[src/rtl/mem_access.sv]
// Pipeline MEM stage: issues data-memory requests for loads/stores, waits for
// the bus acknowledge (with timeout) and registers the MEM/WB outputs.
module mem_access #(
  parameter int unsigned DMEM_TIMEOUT = 255
) (
  input  logic        clk,
  input  logic        rst,
  input  logic        valid_i,
  input  logic        memread_i,
  input  logic        memwrite_i,
  input  logic        memtoreg_i,
  input  logic        regwrite_i,
  input  logic [2:0]  funct3_i,
  input  logic [31:0] alu_result_i,
  input  logic [31:0] store_data_i,
  input  logic [4:0]  write_addr_i,
  input  logic        flush_i,
  output logic        stall_o,
  output logic        dmem_req,
  output logic        dmem_we,
  output logic [31:0] dmem_addr,
  output logic [31:0] dmem_wdata,
  output logic [3:0]  dmem_be,
  input  logic [31:0] dmem_rdata,
  input  logic        dmem_ack,
  output logic        memtoreg_o,
  output logic        regwrite_o,
  output logic [4:0]  write_addr_o,
  output logic [31:0] write_data_o,
  output logic [31:0] read_data_o,
  output logic        misalign_o,
  output logic        bus_err_o,
  output logic        dbg_state
);

  // Bus handshake: dmem_req is held high for the whole WAIT period and the
  // transfer completes on the first cycle where dmem_req and dmem_ack are both
  // high; address, data, enables and we stay stable while dmem_req is high.

  localparam int unsigned CW = $clog2(DMEM_TIMEOUT + 1);
  localparam logic [CW-1:0] TIMEOUT_VAL = CW'(DMEM_TIMEOUT);

  typedef enum logic {S_IDLE = 1'b0, S_WAIT = 1'b1} state_t;

  state_t        state_q, state_d;
  logic [CW-1:0] cnt_q;

  logic [31:0] lat_addr, lat_wdata;
  logic [2:0]  lat_f3;
  logic [3:0]  lat_be;
  logic [4:0]  lat_waddr;
  logic        lat_we, lat_memtoreg, lat_regwrite, lat_flushed;

  logic        mem_op, access_ok, start, timed_out, ack_ok;
  logic [3:0]  st_be;
  logic [31:0] st_wdata, shifted, load_val;

  logic        nx_memtoreg, nx_regwrite, nx_misalign, nx_bus_err;
  logic [4:0]  nx_waddr;
  logic [31:0] nx_wdata, nx_rdata;

  assign mem_op = valid_i & (memread_i | memwrite_i) & ~flush_i;

  always_comb begin
    access_ok = 1'b0;
    case (funct3_i[1:0])
      2'b00:   access_ok = 1'b1;
      2'b01:   access_ok = ~alu_result_i[0];
      2'b10:   access_ok = (alu_result_i[1:0] == 2'b00);
      default: access_ok = 1'b0;
    endcase
    if (funct3_i == 3'b110) access_ok = 1'b0;
  end

  assign start     = (state_q == S_IDLE) & mem_op & access_ok;
  assign timed_out = (state_q == S_WAIT) & (cnt_q == TIMEOUT_VAL);
  assign ack_ok    = (state_q == S_WAIT) & dmem_ack & ~timed_out;

  // Replicate narrow store data across all lanes; the byte enables pick the lane.
  always_comb begin
    st_be    = 4'b1111;
    st_wdata = store_data_i;
    if (memwrite_i) begin
      case (funct3_i[1:0])
        2'b00: begin
          st_be    = 4'b0001 << alu_result_i[1:0];
          st_wdata = {4{store_data_i[7:0]}};
        end
        2'b01: begin
          st_be    = 4'b0011 << alu_result_i[1:0];
          st_wdata = {2{store_data_i[15:0]}};
        end
        default: ;
      endcase
    end
  end

  assign shifted = dmem_rdata >> {lat_addr[1:0], 3'b000};

  always_comb begin
    case (lat_f3)
      3'b000:  load_val = {{24{shifted[7]}}, shifted[7:0]};
      3'b001:  load_val = {{16{shifted[15]}}, shifted[15:0]};
      3'b100:  load_val = {24'h000000, shifted[7:0]};
      3'b101:  load_val = {16'h0000, shifted[15:0]};
      default: load_val = dmem_rdata;
    endcase
  end

  always_comb begin
    state_d     = state_q;
    nx_memtoreg = 1'b0;
    nx_regwrite = 1'b0;
    nx_waddr    = 5'd0;
    nx_wdata    = 32'd0;
    nx_rdata    = 32'd0;
    nx_misalign = 1'b0;
    nx_bus_err  = 1'b0;
    case (state_q)
      S_IDLE: begin
        if (mem_op) begin
          if (access_ok) state_d = S_WAIT;
          else           nx_misalign = 1'b1;
        end else if (valid_i && !flush_i) begin
          nx_memtoreg = memtoreg_i;
          nx_regwrite = regwrite_i;
          nx_waddr    = write_addr_i;
          nx_wdata    = alu_result_i;
        end
      end
      S_WAIT: begin
        if (timed_out) begin
          state_d    = S_IDLE;
          nx_bus_err = 1'b1;
        end else if (dmem_ack) begin
          // A flush seen at any point in WAIT still completes the access but
          // must not update the register file.
          state_d     = S_IDLE;
          nx_memtoreg = lat_memtoreg;
          nx_regwrite = lat_regwrite & ~lat_flushed & ~flush_i;
          nx_waddr    = lat_waddr;
          nx_wdata    = lat_addr;
          nx_rdata    = lat_we ? 32'd0 : load_val;
        end
      end
      default: state_d = S_IDLE;
    endcase
  end

  // Reset gates the combinational stall so it drops without waiting for a clock.
  assign stall_o    = ~rst & (start | ((state_q == S_WAIT) & ~ack_ok & ~timed_out));
  assign dmem_req   = (state_q == S_WAIT) & ~timed_out;
  assign dmem_we    = dmem_req & lat_we;
  assign dmem_addr  = dmem_req ? {lat_addr[31:2], 2'b00} : 32'd0;
  assign dmem_be    = dmem_req ? lat_be : 4'b0000;
  assign dmem_wdata = dmem_we ? lat_wdata : 32'd0;
  assign dbg_state  = (state_q == S_WAIT);

  always_ff @(posedge clk or posedge rst) begin
    if (rst) begin
      state_q      <= S_IDLE;
      cnt_q        <= '0;
      lat_addr     <= 32'd0;
      lat_wdata    <= 32'd0;
      lat_f3       <= 3'd0;
      lat_be       <= 4'd0;
      lat_waddr    <= 5'd0;
      lat_we       <= 1'b0;
      lat_memtoreg <= 1'b0;
      lat_regwrite <= 1'b0;
      lat_flushed  <= 1'b0;
    end else begin
      state_q <= state_d;
      if (start) begin
        lat_addr     <= alu_result_i;
        lat_wdata    <= st_wdata;
        lat_f3       <= funct3_i;
        lat_be       <= memwrite_i ? st_be : 4'b1111;
        lat_waddr    <= write_addr_i;
        lat_we       <= memwrite_i;
        lat_memtoreg <= memtoreg_i;
        lat_regwrite <= regwrite_i;
        lat_flushed  <= 1'b0;
        cnt_q        <= '0;
      end else if (state_q == S_WAIT) begin
        if (flush_i) lat_flushed <= 1'b1;
        if (!dmem_ack && !timed_out) cnt_q <= cnt_q + 1'b1;
      end
    end
  end

  always_ff @(posedge clk or posedge rst) begin
    if (rst) begin
      memtoreg_o   <= 1'b0;
      regwrite_o   <= 1'b0;
      write_addr_o <= 5'd0;
      write_data_o <= 32'd0;
      read_data_o  <= 32'd0;
      misalign_o   <= 1'b0;
      bus_err_o    <= 1'b0;
    end else begin
      memtoreg_o   <= nx_memtoreg;
      regwrite_o   <= nx_regwrite;
      write_addr_o <= nx_waddr;
      write_data_o <= nx_wdata;
      read_data_o  <= nx_rdata;
      misalign_o   <= nx_misalign;
      bus_err_o    <= nx_bus_err;
    end
  end

endmodule

[config.mk]
export PLATFORM = sky130hd
export DESIGN_NAME = mem_access
export DESIGN_NICKNAME = d
export VERILOG_FILES = /design/src/rtl/mem_access.sv
export SDC_FILE = /design/constraint.sdc
export NUM_CORES = 1
export LEC_CHECK = 0
export CORE_MARGIN = 2
export CORE_UTILIZATION = 49
export DETAILED_ROUTE_END_ITERATION = 10
export GPL_ROUTABILITY_DRIVEN = 0
export MAX_ROUTING_LAYER = met4
export PLACE_DENSITY_LB_ADDON = 0.2
export SYNTH_ARGS = -nofsm -noshare
export SYNTH_HDL_FRONTEND = slang
export SYNTH_SLANG_ARGS = --single-unit
[constraint.sdc]
create_clock -name clk -period 14.2 [get_ports clk]
set_input_delay 2.13 -clock clk [delete_from_list [all_inputs] [get_ports clk]]
set_output_delay 2.13 -clock clk [all_outputs]
set_load 0.1 [all_outputs]
== Word-level counts from Yosys, hierarchy flattened ==
Cells that the tools add are included.

* Register bits: 162
* Input bits: 113
* Logic and storage cells: 115

* Add/sub/neg operators: 1
* Equality and inequality tests: 7
* Shift-type cells: 3
* Muxes and demuxes: 50
* Bitwise gates (word level): 23
* Reduce and logical (&&, ||, !) cells: 13

{| class="wikitable"
|+ Operators by type and width
! kind !! count
|-
| 32-bit two-way mux || 11
|-
| 32-bit one-hot mux with 2 select lines || 2
|-
| 32-bit one-hot mux with 4 select lines || 1
|-
| 32-bit by 5-bit right shift with 16-bit output || 1
|-
| 8-bit two-way mux || 3
|-
| 1-bit two-way mux || 21
|-
| 5-bit two-way mux || 4
|-
| 1-bit bitwise AND || 14
|-
| 5-bit one-hot mux with 2 select lines || 1
|-
| 3-bit == test (second input constant) || 3
|-
| 8-bit by 1-bit adder with 8-bit output (second input constant) || 1
|-
| 8-bit == test (second input constant) || 1
|-
| 4-bit two-way mux || 2
|-
| 4-bit one-hot mux with 2 select lines || 1
|-
| 1-bit NOT || 7
|-
| 1-bit one-hot mux with 2 select lines || 3
|-
| 2-bit nonzero test || 3
|-
| 2-bit zero test || 2
|-
| 2-bit AND reduction || 2
|-
| 1-bit by 2-bit << shifter with 4-bit output (first input constant) || 1
|-
| 2-bit by 2-bit << shifter with 4-bit output (first input constant) || 1
|-
| 3-bit by 1-bit == test with 1-bit output (second input constant) || 1
|-
| 1-bit zero test || 3
|-
| 3-bit zero test || 1
|-
| 5 further kinds || 7
|}

== Logic depth before layout (Yosys ltp) ==
Gate-level depths: netlist of the first run.

* Depth in word-level cells: 9
* Mapped depth: 7
* Depth with buffers taken out: 6

== Least setup slack after synthesis of the first run ==
OpenSTA, ideal clock, no wires.

* Path type: input to output
* Start point: in alu_result_i[0]
* End point: out stall_o
* Arrival time: 4.600 ns
* Path slack: 7.470 ns
* Stages on the path: 6
* Buffers on the path: 3
* Cell sequence: clkbuf_1 o31ai_1 nand4_1 buf_2 clkbuf_1 a21oi_1

* Word-level cells in the longest chain between the ends: 6
* Elaborated cells between the ends (all ways): 7

{| class="wikitable"
|+ RTL lines
! what !! RTL line !! source
|-
| start, declared || 14 || <nowiki>input logic [31:0] alu_result_i,</nowiki>
|-
| 2-bit zero test / 1-bit NOT (equally long branches) || 69, 68 ||
|-
| 1-bit one-hot mux with 3 select lines (*) || 66 || <nowiki>case (funct3_i[1:0])</nowiki>
|-
| 1-bit two-way mux (*) || 72 || <nowiki>if (funct3_i == 3'b110) access_ok = 1'b0;</nowiki>
|-
| 1-bit bitwise AND (*) || 75 || <nowiki>assign start = (state_q == S_IDLE) & mem_op & access_ok;</nowiki>
|-
| 1-bit bitwise OR (*) || 151 || <nowiki>assign stall_o = ~rst & (start | ((state_q == S_WAIT) & ~ack_ok & ~timed_out));</nowiki>
|-
| 1-bit bitwise AND (*) || 151 ||
|-
| end, declared || 18 || <nowiki>output logic stall_o,</nowiki>
|}

Mark *: on every way between the ends. The rest lies on a longest branch, timed or not.

== Final worst setup path of the first run ==
* Start point: in funct3_i[0]
* End point: out stall_o

* Word-level cells in the longest chain between the ends: 6
* Elaborated cells between the ends (all ways): 9

{| class="wikitable"
|+ RTL lines
! what !! RTL line !! source
|-
| start, declared || 13 || <nowiki>input logic [2:0] funct3_i,</nowiki>
|-
| 2-bit == test (tied with other cells) || 66 ||
|-
| 1-bit one-hot mux with 3 select lines || 66 ||
|-
| 1-bit two-way mux (*) || 72 ||
|-
| 1-bit bitwise AND (*) || 75 ||
|-
| 1-bit bitwise OR (*) || 151 ||
|-
| 1-bit bitwise AND (*) || 151 ||
|}

Marks and branches as above.

==> run metrics, run 1 <==
YS warnings=0; final routed wire length divided by cell count=19.0 µm; number of violations of the max-capacitance limit=0; post-synthesis async set-or-reset flop share=1.00; final hold violation count=0; Primary FF master, synth=sky130_fd_sc_hd__dfrtp_1; critical path capture point=stall_o; remaining antenna violation count after routing=0; final-layout worst hold slack=470 ps; clock latency reported for the late side of the worst-skew pair=420 ps; vias in the first global route=6,163; horizontal die dimension=126 µm; critical setup path kind=input port to output port; result of the run=finished, final reports clean; metal3 WL=1590 µm; full die area=0.0158 mm²; Final Max Tran Viols=0; netlist area before placement=0.00726 mm²; buffer count from post-CTS setup fixing=0; number of DRC violations after detailed routing=0; Iter 0 DRT Violations=439; Cells after DPL=1,051; total leakage power=4.67 nW; number of antenna diodes=0; CTS Hold Buffers Added=0; post-route clock period utilization=0.489; critical path startpoint category=input port; most frequent cells in the layout=sky130_fd_sc_hd__clkdlybuf4s50_1, sky130_fd_sc_hd__dfrtp_1, sky130_fd_sc_hd__nor2_1; synthesized flop and latch total=162; clock-pin slew reported for the worst setup and hold paths after clock tree synthesis=70 ps; post-place instance area=0.00988 mm²; most common cell after layout, fill and taps aside=sky130_fd_sc_hd__clkdlybuf4s50_1; power consumption=0.00146 W; setup violators final=0; CTS Buf Count=17; height of the chip=126 µm; placed wire-length estimate after detailed placement=14,300 µm; CTS H-tree depth=4; Final Critical Period=6940 ps; count of cells along the worst hold path=2; number of rows created at floorplan=44; highest metal used=met4; Critical Path Sink Type=output port; mean instance size in the synthesized netlist=11.1 µm²; worst slew pin tran=1110 ps; Tightest Hold Check Type=flip-flop to flip-flop; Peak VDD IR=0.0835 mV; worst reg-to-reg path cell count=5; Avg Vias per Cell=5.67; Core ar.=0.0145 mm²; total global routing track utilization=0.268; Critical Path RT=12,070 ps; reg-to-reg startpoint=dbg_state$_DFF_PP0_; final cell area excluding filler cells=0.0105 mm²; clock tree from TritonCTS=yes; remaining global-route overflow=0; TNS Setup=0 ps; RSZ-0062 raised after global routing=no; maximum buffer depth of the clock tree=2; count of flip-flops with a built-in enable after synthesis=0; highest achievable clock rate=144 MHz; Routed met2 length=10,300 µm; wire length of the first global-routing pass=32,300 µm; Clk Tree Root Cell=sky130_fd_sc_hd__clkbuf_16; antenna violations before repair=0; timing startpoint of the critical path=funct3_i[0]; met1 WL=8040 µm; total length of routed wires=20,600 µm; post-synthesis sequential area ratio=0.559; slew margin rel.=0.261; crit path max fanout=20; Port Buffer Count=255; number of sinks handled by clock tree synthesis=162; Gates resized, CTS repair=0; number of nets at the end of the flow=1,000; fraction of final layout cells sized beyond drive strength 1=0.112; skew final=11.1 ps; number of cells in the finished layout apart from fillers=1,083; arrival time of the worst setup path=4810 ps; power density over the cells=139 mW/mm²; starting utilization of the core area=0.501; worst reg2reg endpoint=lat_addr[6]$_DFFE_PP0P_; pin count of the biggest net entering global routing=105; layout filler cell count=1,010; layout overhead on the synthesized area=44.9%; Worst R2R Setup Slack=11,490 ps; gate count of the mapped netlist=656; total via count after detailed routing=6,137; Initial DRT Pass Iterations=4; boundary pin count=258; Synth cell types=48
==> area by class of cell <==
type	instances	area, µm²	area share
Clock inverter	14	193	0.0183
Sequential cell	162	4050	0.386
Timing Repair Buffer	261	2600	0.247
Tap cell	184	230	0.0219
Clock buffer	18	439	0.0418
Inverter	12	50.0	0.00476
Multi-Input combinational cell	432	2950	0.281
==> registers in the layout, summed over array words and instances (netlist names), 4 cells and up <==
register	cells
lat_waddr	5
lat_be	4
write_addr_o	5
lat_wdata	32
write_data_o	32
read_data_o	32
cnt_q	8
lat_addr	32
==> cell families (layout without fill, tap and decap cells) <==
group / after synthesis / in the layout / synth area share
AND/OR/NAND/NOR: 209 / 209 / 0.147
XOR/XNOR: 1 / 1 / 0.00121
flip-flops: 162 / 162 / 0.559
other: 1 / 2 / 0.000517
multiplexers: 69 / 69 / 0.106
adder cells (fa/ha/maj): 1 / 1 / 0.00172
buffers and inverters: 63 / 305 / 0.0369
AO/OA/AOI/OAI: 150 / 150 / 0.148
==> cell usage after synthesis (8+ instances only) <==
cell type,n,share of area
sky130_fd_sc_hd__dfrtp_1,162,0.56
sky130_fd_sc_hd__nor2_1,56,0.029
sky130_fd_sc_hd__mux2_2,53,0.082
sky130_fd_sc_hd__nand2_1,42,0.022
sky130_fd_sc_hd__a21oi_1,38,0.026
sky130_fd_sc_hd__a22o_1,38,0.046
sky130_fd_sc_hd__and2_1,34,0.029
sky130_fd_sc_hd__and3_1,33,0.028
sky130_fd_sc_hd__clkbuf_1,33,0.017
sky130_fd_sc_hd__o31ai_1,19,0.020
sky130_fd_sc_hd__o21ai_0,17,0.012
sky130_fd_sc_hd__mux2i_1,15,0.021
sky130_fd_sc_hd__nor2b_1,14,0.012
sky130_fd_sc_hd__buf_2,13,0.0090
sky130_fd_sc_hd__inv_1,11,0.0057
sky130_fd_sc_hd__a211oi_1,9,0.0093
sky130_fd_sc_hd__nor3_1,9,0.0062
sky130_fd_sc_hd__a21o_1,8,0.0083
==> how the worst min path moves through the flow <==
stage,startpoint,end
floorplan,lat_wdata[10]$_DFFE_PP0P_,lat_wdata[10]$_DFFE_PP0P_
global placement,lat_wdata[28]$_DFFE_PP0P_,lat_wdata[28]$_DFFE_PP0P_
detailed placement,lat_wdata[27]$_DFFE_PP0P_,lat_wdata[27]$_DFFE_PP0P_
CTS,lat_wdata[27]$_DFFE_PP0P_,lat_wdata[27]$_DFFE_PP0P_
global route,lat_be[3]$_DFFE_PP0P_,lat_be[3]$_DFFE_PP0P_
finish,lat_wdata[29]$_DFFE_PP0P_,lat_wdata[29]$_DFFE_PP0P_
==> critical path, cell delays in order <==
cell                              delay, ps
sky130_fd_sc_hd__clkdlybuf4s50_1        780
sky130_fd_sc_hd__o21ai_0                370
sky130_fd_sc_hd__nand4_1                200
sky130_fd_sc_hd__a21oi_1                180
sky130_fd_sc_hd__clkdlybuf4s50_1       1150
==> where the power goes <==
group / internal (W) / switching, W / leakage, nW
clock: 0.000289 / 0.000199 / 0.308
sequential: 0.000529 / 0.0000592 / 2.10
combinational: 0.000138 / 0.000244 / 2.26
total: 0.000955 / 0.000502 / 4.67
==> stage by stage <==
| step | utilization | setup WS [ps] |
|---|---|---|
| 2_1_floorplan | - | 7470 |
| 3_3_place_gp | 0.682 | 7290 |
| 3_5_place_dp | 0.682 | 7270 |
| 4_1_cts | 0.726 | 7270 |
| 5_1_grt | 0.726 | 7040 |
| 6_report | 0.726 | 7260 |
==> per-layer routing <==
metal	vias to the layer above	track usage
met5	-	-
li1	2781	-
met2	299	0.440
met3	46	0.0565
met1	3011	0.324
met4	0	0.113
No activity file was read; power rests on OpenSTA's default activity.
==> run 2, diff against run 1 <==
Settings changed: CORE_UTILIZATION 49 to 45.
Clock period 14.2 ns to 6.86 ns, I/O delays scaled along.
==> run 2 against run 1 <==
Against the previous run: final cell count rose by 3.0%; critical endpoint is now dmem_addr[8]; first-iteration DRC count is 5.0% lower; critical path depth grew 2; setup slack lost 5500 ps; utilization shrank 6.3 points; register-to-register slack worse by 7200 ps; design area down 0.20%; sequential cell count is the same; sequential share of layout area grew 0.078 points; clock power is 92% higher; critical path type is now flip-flop to output port.
==> run metrics, run 2 (synthesis gave the netlist of run 1 again) <==
full die area=0.0172 mm² (+8.6%); Clk Tree Root Cell=sky130_fd_sc_hd__clkbuf_16; setup violators final=0 (unchanged); Final Critical Period=5060 ps; count of cells along the worst hold path=2 (unchanged); worst reg2reg endpoint=lat_addr[3]$_DFFE_PP0P_; clock latency reported for the late side of the worst-skew pair=430 ps (about the same); maximum buffer depth of the clock tree=2 (unchanged); number of nets at the end of the flow=1,000 (unchanged); post-route clock period utilization=0.737; arrival time of the worst setup path=4030 ps (-780 ps); number of rows created at floorplan=46 (+4.5%); CTS Buf Count=17 (unchanged); antenna violations before repair=0 (unchanged); worst reg-to-reg path cell count=5 (unchanged); Core ar.=0.0158 mm² (+9.3%); most frequent cells in the layout=sky130_fd_sc_hd__clkdlybuf4s50_1, sky130_fd_sc_hd__dfrtp_1, sky130_fd_sc_hd__nor2_1; critical path startpoint category=flip-flop; Tightest Hold Check Type=flip-flop to flip-flop; post-route setup slack=1800 ps (-5460 ps); slowest library cell on the worst path=sky130_fd_sc_hd__clkdlybuf4s50_1; worst hold start=lat_wdata[30]$_DFFE_PP0P_; final hold violation count=0 (unchanged); Critical Path Sink Type=output port; Bufs and invs on worst path=3 (+1); delay of the slowest cell on the worst path=1140 ps (about the same); layout overhead on the synthesized area=44.6%; clock tree from TritonCTS=yes; critical path's top delay family=buffers and inverters; number of violations of the max-capacitance limit=0 (unchanged); horizontal die dimension=131 µm (+4.2%); layout filler cell count=1,206 (+19%); Initial DRT Pass Iterations=5 (+1); most common cell after layout, fill and taps aside=sky130_fd_sc_hd__clkdlybuf4s50_1; remaining antenna violation count after routing=0 (unchanged); Iter 0 DRT Violations=417 (-5.0%); Port Buffer Count=255 (unchanged); clock-pin slew reported for the worst setup and hold paths after clock tree synthesis=70 ps (about the same); result of the run=finished, final reports clean; CTS Hold Buffers Added=0 (unchanged); starting utilization of the core area=0.458 (-0.0427); worst slew pin tran=1100 ps (-7.03 ps); highest achievable clock rate=198 MHz; worst min-delay path endpoint=lat_wdata[30]$_DFFE_PP0P_; slew margin rel.=0.266 (+0.00469); number of DRC violations after detailed routing=0 (unchanged); worst-case setup slack after placement=2190 ps (-5080 ps); number of antenna diodes=0 (unchanged); vias in the first global route=6,140 (-0.37%); wire length of the first global-routing pass=31,600 µm (-2.4%); total length of routed wires=21,000 µm (+2.0%); RSZ-0062 raised after global routing=no; TNS Setup=0 ps (unchanged); total via count after detailed routing=6,100 (-0.60%); critical setup path kind=flip-flop to output port; Worst R2R Setup Slack=4260 ps (-7230 ps); Peak VDD IR=0.167 mV (+100%); remaining global-route overflow=0 (unchanged); final routed wire length divided by cell count=18.8 µm (-0.95%); fraction of final layout cells sized beyond drive strength 1=0.111 (-0.00111); placed wire-length estimate after detailed placement=14,700 µm (+3.0%); boundary pin count=258 (unchanged); power density over the cells=281 mW/mm² (+100%); Gates resized, CTS repair=0 (unchanged); Critical Path RT=5830 ps (-6240 ps); crit path max fanout=41 (+110%); total leakage power=4.65 nW (-0.51%); buffer count from post-CTS setup fixing=0 (unchanged); Final Max Tran Viols=0 (unchanged); ordered cell list for the critical path=ha_1, nand4_1, o21ai_2, inv_1, buf_4, and2_1, clkdlybuf4s50_1; height of the chip=131 µm (+4.2%); reg-to-reg startpoint=dbg_state$_DFF_PP0_; pin count of the biggest net entering global routing=91 (-13%); total global routing track utilization=0.249 (-0.0195); Avg Vias per Cell=5.47 (-3.5%); final-layout worst hold slack=473 ps (+3.76 ps); number of sinks handled by clock tree synthesis=162 (unchanged); CTS H-tree depth=4 (unchanged); skew final=8.52 ps (-2.63 ps)
==> run 2: final cells by class <==
cell class              count  area (µm²)  area share
inverters                  12        50.0     0.00477
clock inverters            14         141      0.0135
flip-flops and latches    162        4050       0.386
well taps                 216         270      0.0258
clock buffers              18         429      0.0409
multi-input cells         432        2950       0.281
repair buffers            261        2600       0.248
==> run 2: per-stage QoR <==
step / instance area, µm² / std cells / utilization / total power (W)
2_1_floorplan: 7260 / 657 / - / 0.00178
3_3_place_gp: 9920 / 1083 / 0.627 / 0.00200
3_5_place_dp: 9920 / 1083 / 0.627 / 0.00203
4_1_cts: 10500 / 1115 / 0.663 / 0.00296
5_1_grt: 10500 / 1115 / 0.663 / 0.00307
6_report: 10500 / 1115 / 0.663 / 0.00294
==> run 2: worst max-delay path by stage <==
stage / slack, ps / depth (start not counted) / to / startpoint
floorplan: 1450 / 1 / bus_err_o$_DFF_PP0_ / rst
global route: 1510 / 7 / dmem_addr[6] / cnt_q[0]$_DFFE_PP0P_
CTS: 1760 / 7 / dmem_addr[6] / cnt_q[0]$_DFFE_PP0P_
detailed placement: 2190 / 5 / stall_o / funct3_i[0]
finish: 1800 / 7 / dmem_addr[8] / cnt_q[0]$_DFFE_PP0P_
global placement: 2190 / 5 / stall_o / funct3_i[0]
==> run 2: worst min-delay path: stages (launching register included) <==
cell	delay (ps)
sky130_fd_sc_hd__dfrtp_1	340
sky130_fd_sc_hd__nand2_1	50
sky130_fd_sc_hd__o31ai_1	50
==> run 2: power by group <==
group	switching, W	internal (W)	total, W
Clock	0.000422	0.000512	0.000933
Sequential	0.000127	0.00109	0.00122
Combinational	0.000503	0.000286	0.000789
Total	0.00105	0.00189	0.00294
==> run 2: metal layers <==
| layer | vias up | track usage | part of all wire |
|---|---|---|---|
| li1 | 2778 | - | - |
| met1 | 3007 | 0.288 | 0.39 |
| met2 | 262 | 0.401 | 0.50 |
| met3 | 53 | 0.0672 | 0.080 |
| met4 | 0 | 0.121 | 0.036 |
| met5 | - | - | 0 |
==> run 3, diff against run 2 <==
Settings changed: CORE_UTILIZATION 45 to 41.
Clock period 6.86 ns to 4.5 ns, I/O delays scaled along.
==> run 3 against run 2 <==
Against the previous run: via count shrank 1.8%; final cell count grew 1.1%; sequential power grew 51%; hold slack lost 1.7 ps; clock skew grew 1.1 ps; clock power grew 80%; global-route usage shrank 2.1 points; critical path type unchanged; largest power group unchanged.
==> run metrics, run 3 (synthesis gave the netlist of run 1 again) <==
Final Max Tran Viols=0 (unchanged); slew margin rel.=0.243 (-0.0229); CTS Hold Buffers Added=0 (unchanged); count of cells along the worst hold path=2 (unchanged); Peak VDD IR=0.303 mV (+81%); highest achievable clock rate=278 MHz; slowest library cell on the worst path=sky130_fd_sc_hd__dfrtp_1; CTS Buf Count=17 (unchanged); most common cell after layout, fill and taps aside=sky130_fd_sc_hd__clkdlybuf4s50_1; height of the chip=137 µm (+4.6%); Initial DRT Pass Iterations=4 (-1); worst reg-to-reg path cell count=4 (-1); skew final=9.66 ps (+1.14 ps); antenna violations before repair=0 (unchanged); final hold violation count=0 (unchanged); total global routing track utilization=0.228 (-0.0207); number of violations of the max-capacitance limit=0 (unchanged); number of nets at the end of the flow=1,004 (+0.40%); power consumption=0.00473 W (+61%); total via count after detailed routing=5,992 (-1.8%); pin count of the biggest net entering global routing=70 (-23%); Gates resized, CTS repair=0 (unchanged); final routed wire length divided by cell count=18.1 µm (-4.0%); final-layout worst hold slack=472 ps (-1.72 ps); fraction of final layout cells sized beyond drive strength 1=0.192 (+0.0806); starting utilization of the core area=0.420 (-0.0389); Port Buffer Count=255 (unchanged); result of the run=finished, final reports clean; setup violators final=0 (unchanged); reg-to-reg startpoint=lat_addr[1]$_DFFE_PP0P_; highest metal used=met4; Final Critical Period=3600 ps; post-route clock period utilization=0.801; worst reg2reg endpoint=read_data_o[16]$_DFF_PP0_; full die area=0.0188 mm² (+9.5%); remaining antenna violation count after routing=0 (unchanged); remaining global-route overflow=0 (unchanged); horizontal die dimension=137 µm (+4.6%); maximum buffer depth of the clock tree=2 (unchanged); Critical Path Sink Type=output port; number of rows created at floorplan=48 (+4.3%); Bufs and invs on worst path=3 (unchanged); crit path max fanout=31 (-24%); Critical Path RT=3830 ps (-2000 ps); worst min-delay path endpoint=lat_be[2]$_DFFE_PP0P_; arrival time of the worst setup path=2930 ps (-1100 ps); RSZ-0062 raised after global routing=no; Worst R2R Setup Slack=1930 ps (-2330 ps); total length of routed wires=20,400 µm (-2.9%); worst hold start=lat_be[2]$_DFFE_PP0P_; power density over the cells=450 mW/mm² (+60%); number of antenna diodes=0 (unchanged); clock latency reported for the late side of the worst-skew pair=420 ps (about the same); Worst path most repeated cell=sky130_fd_sc_hd__buf_4; number of DRC violations after detailed routing=0 (unchanged); buffer count from post-CTS setup fixing=0 (unchanged); critical path startpoint category=flip-flop; clock-pin slew reported for the worst setup and hold paths after clock tree synthesis=60 ps (about the same); ordered cell list for the critical path=ha_1, nand4_1, o21ai_2, inv_1, buf_4, and3_1, buf_4; boundary pin count=258 (unchanged); Core ar.=0.0173 mm² (+9.3%); clock tree from TritonCTS=yes; critical setup path kind=flip-flop to output port; Avg Vias per Cell=5.32 (-2.8%); Iter 0 DRT Violations=355 (-15%); vias in the first global route=5,959 (-2.9%); Clk Tree Root Cell=sky130_fd_sc_hd__clkbuf_16; final core area utilization=0.608 (-0.0550); placed wire-length estimate after detailed placement=14,500 µm (-1.5%); TNS Setup=0 ps (unchanged); met1 WL=8640 µm (+6.2%); CTS H-tree depth=4 (unchanged); metal3 WL=1430 µm (-14%); most frequent cells in the layout=sky130_fd_sc_hd__clkdlybuf4s50_1, sky130_fd_sc_hd__dfrtp_1, sky130_fd_sc_hd__buf_4; total leakage power=4.86 nW (+4.5%); worst slew pin tran=1130 ps (+32.0 ps); layout overhead on the synthesized area=44.9%; wire length of the first global-routing pass=31,900 µm (+0.96%); Tightest Hold Check Type=flip-flop to flip-flop; delay of the slowest cell on the worst path=440 ps (-700 ps); number of sinks handled by clock tree synthesis=162 (unchanged); Routed met2 length=9950 µm (-4.6%); critical path's top delay family=buffers and inverters
==> run 3: cell types whose count changed in the layout (fill, tap and decap cells not counted), sizes merged, moves of 3 or more <==
cell | before | now
inv | 19 | 13
clkdlybuf4s50 | 255 | 186
clkinvlp | 0 | 3
buf | 6 | 79
clkinv | 6 | 1
bufinv | 1 | 6
==> run 3: worst max-delay path by stage <==
stage | start | endpoint | slack [ps] | cells past startpoint
detailed placement | alu_result_i[0] | lat_addr[10]$_DFFE_PP0P_ | 1030 | 6
CTS | cnt_q[0]$_DFFE_PP0P_ | dmem_wdata[15] | 890 | 7
floorplan | dbg_state$_DFF_PP0_ | dmem_addr[25] | 490 | 5
global placement | alu_result_i[0] | lat_addr[16]$_DFFE_PP0P_ | 1090 | 6
finish | cnt_q[0]$_DFFE_PP0P_ | dmem_wdata[15] | 900 | 7
global route | cnt_q[0]$_DFFE_PP0P_ | dmem_wdata[25] | 690 | 7
==> run 3: layout make-up <==
type	count	area (µm²)
Inverter	12	48.8
Clock buffer	20	467
Fill cell	1433	6780
Multi-Input combinational cell	432	2950
Sequential cell	162	4050
Clock inverter	11	221
Tap cell	225	282
Timing Repair Buffer	265	2490
==> run 3: per-layer routing <==
layer | up-vias | global-route usage
met5 | - | -
met4 | 0 | 0.0802
met3 | 20 | 0.0507
met2 | 229 | 0.356
met1 | 2948 | 0.293
li1 | 2795 | -
==> run 3: through the flow <==
stage | setup slack, ps | std cells | cell area, µm²
final | 897 | 1127 | 10500
after global routing | 692 | 1127 | 10500
after CTS | 893 | 1127 | 10500
after detailed placement | 1030 | 1096 | 9830
after global placement | 1090 | 1096 | 9830
after floorplan | 489 | 657 | 7260
==> run 3: where the power goes <==
part	switching [W]	internal [W]	total, W
logic	0.000786	0.000430	0.00122
registers	0.000167	0.00167	0.00184
clock network	0.000593	0.00109	0.00168
total	0.00155	0.00319	0.00473
==> run 3: tightest hold or removal path, stage by stage, from the launching register on <==
cell and delay [ps]:
sky130_fd_sc_hd__dfrtp_1 340, sky130_fd_sc_hd__nand2_1 40, sky130_fd_sc_hd__o21ai_0 60
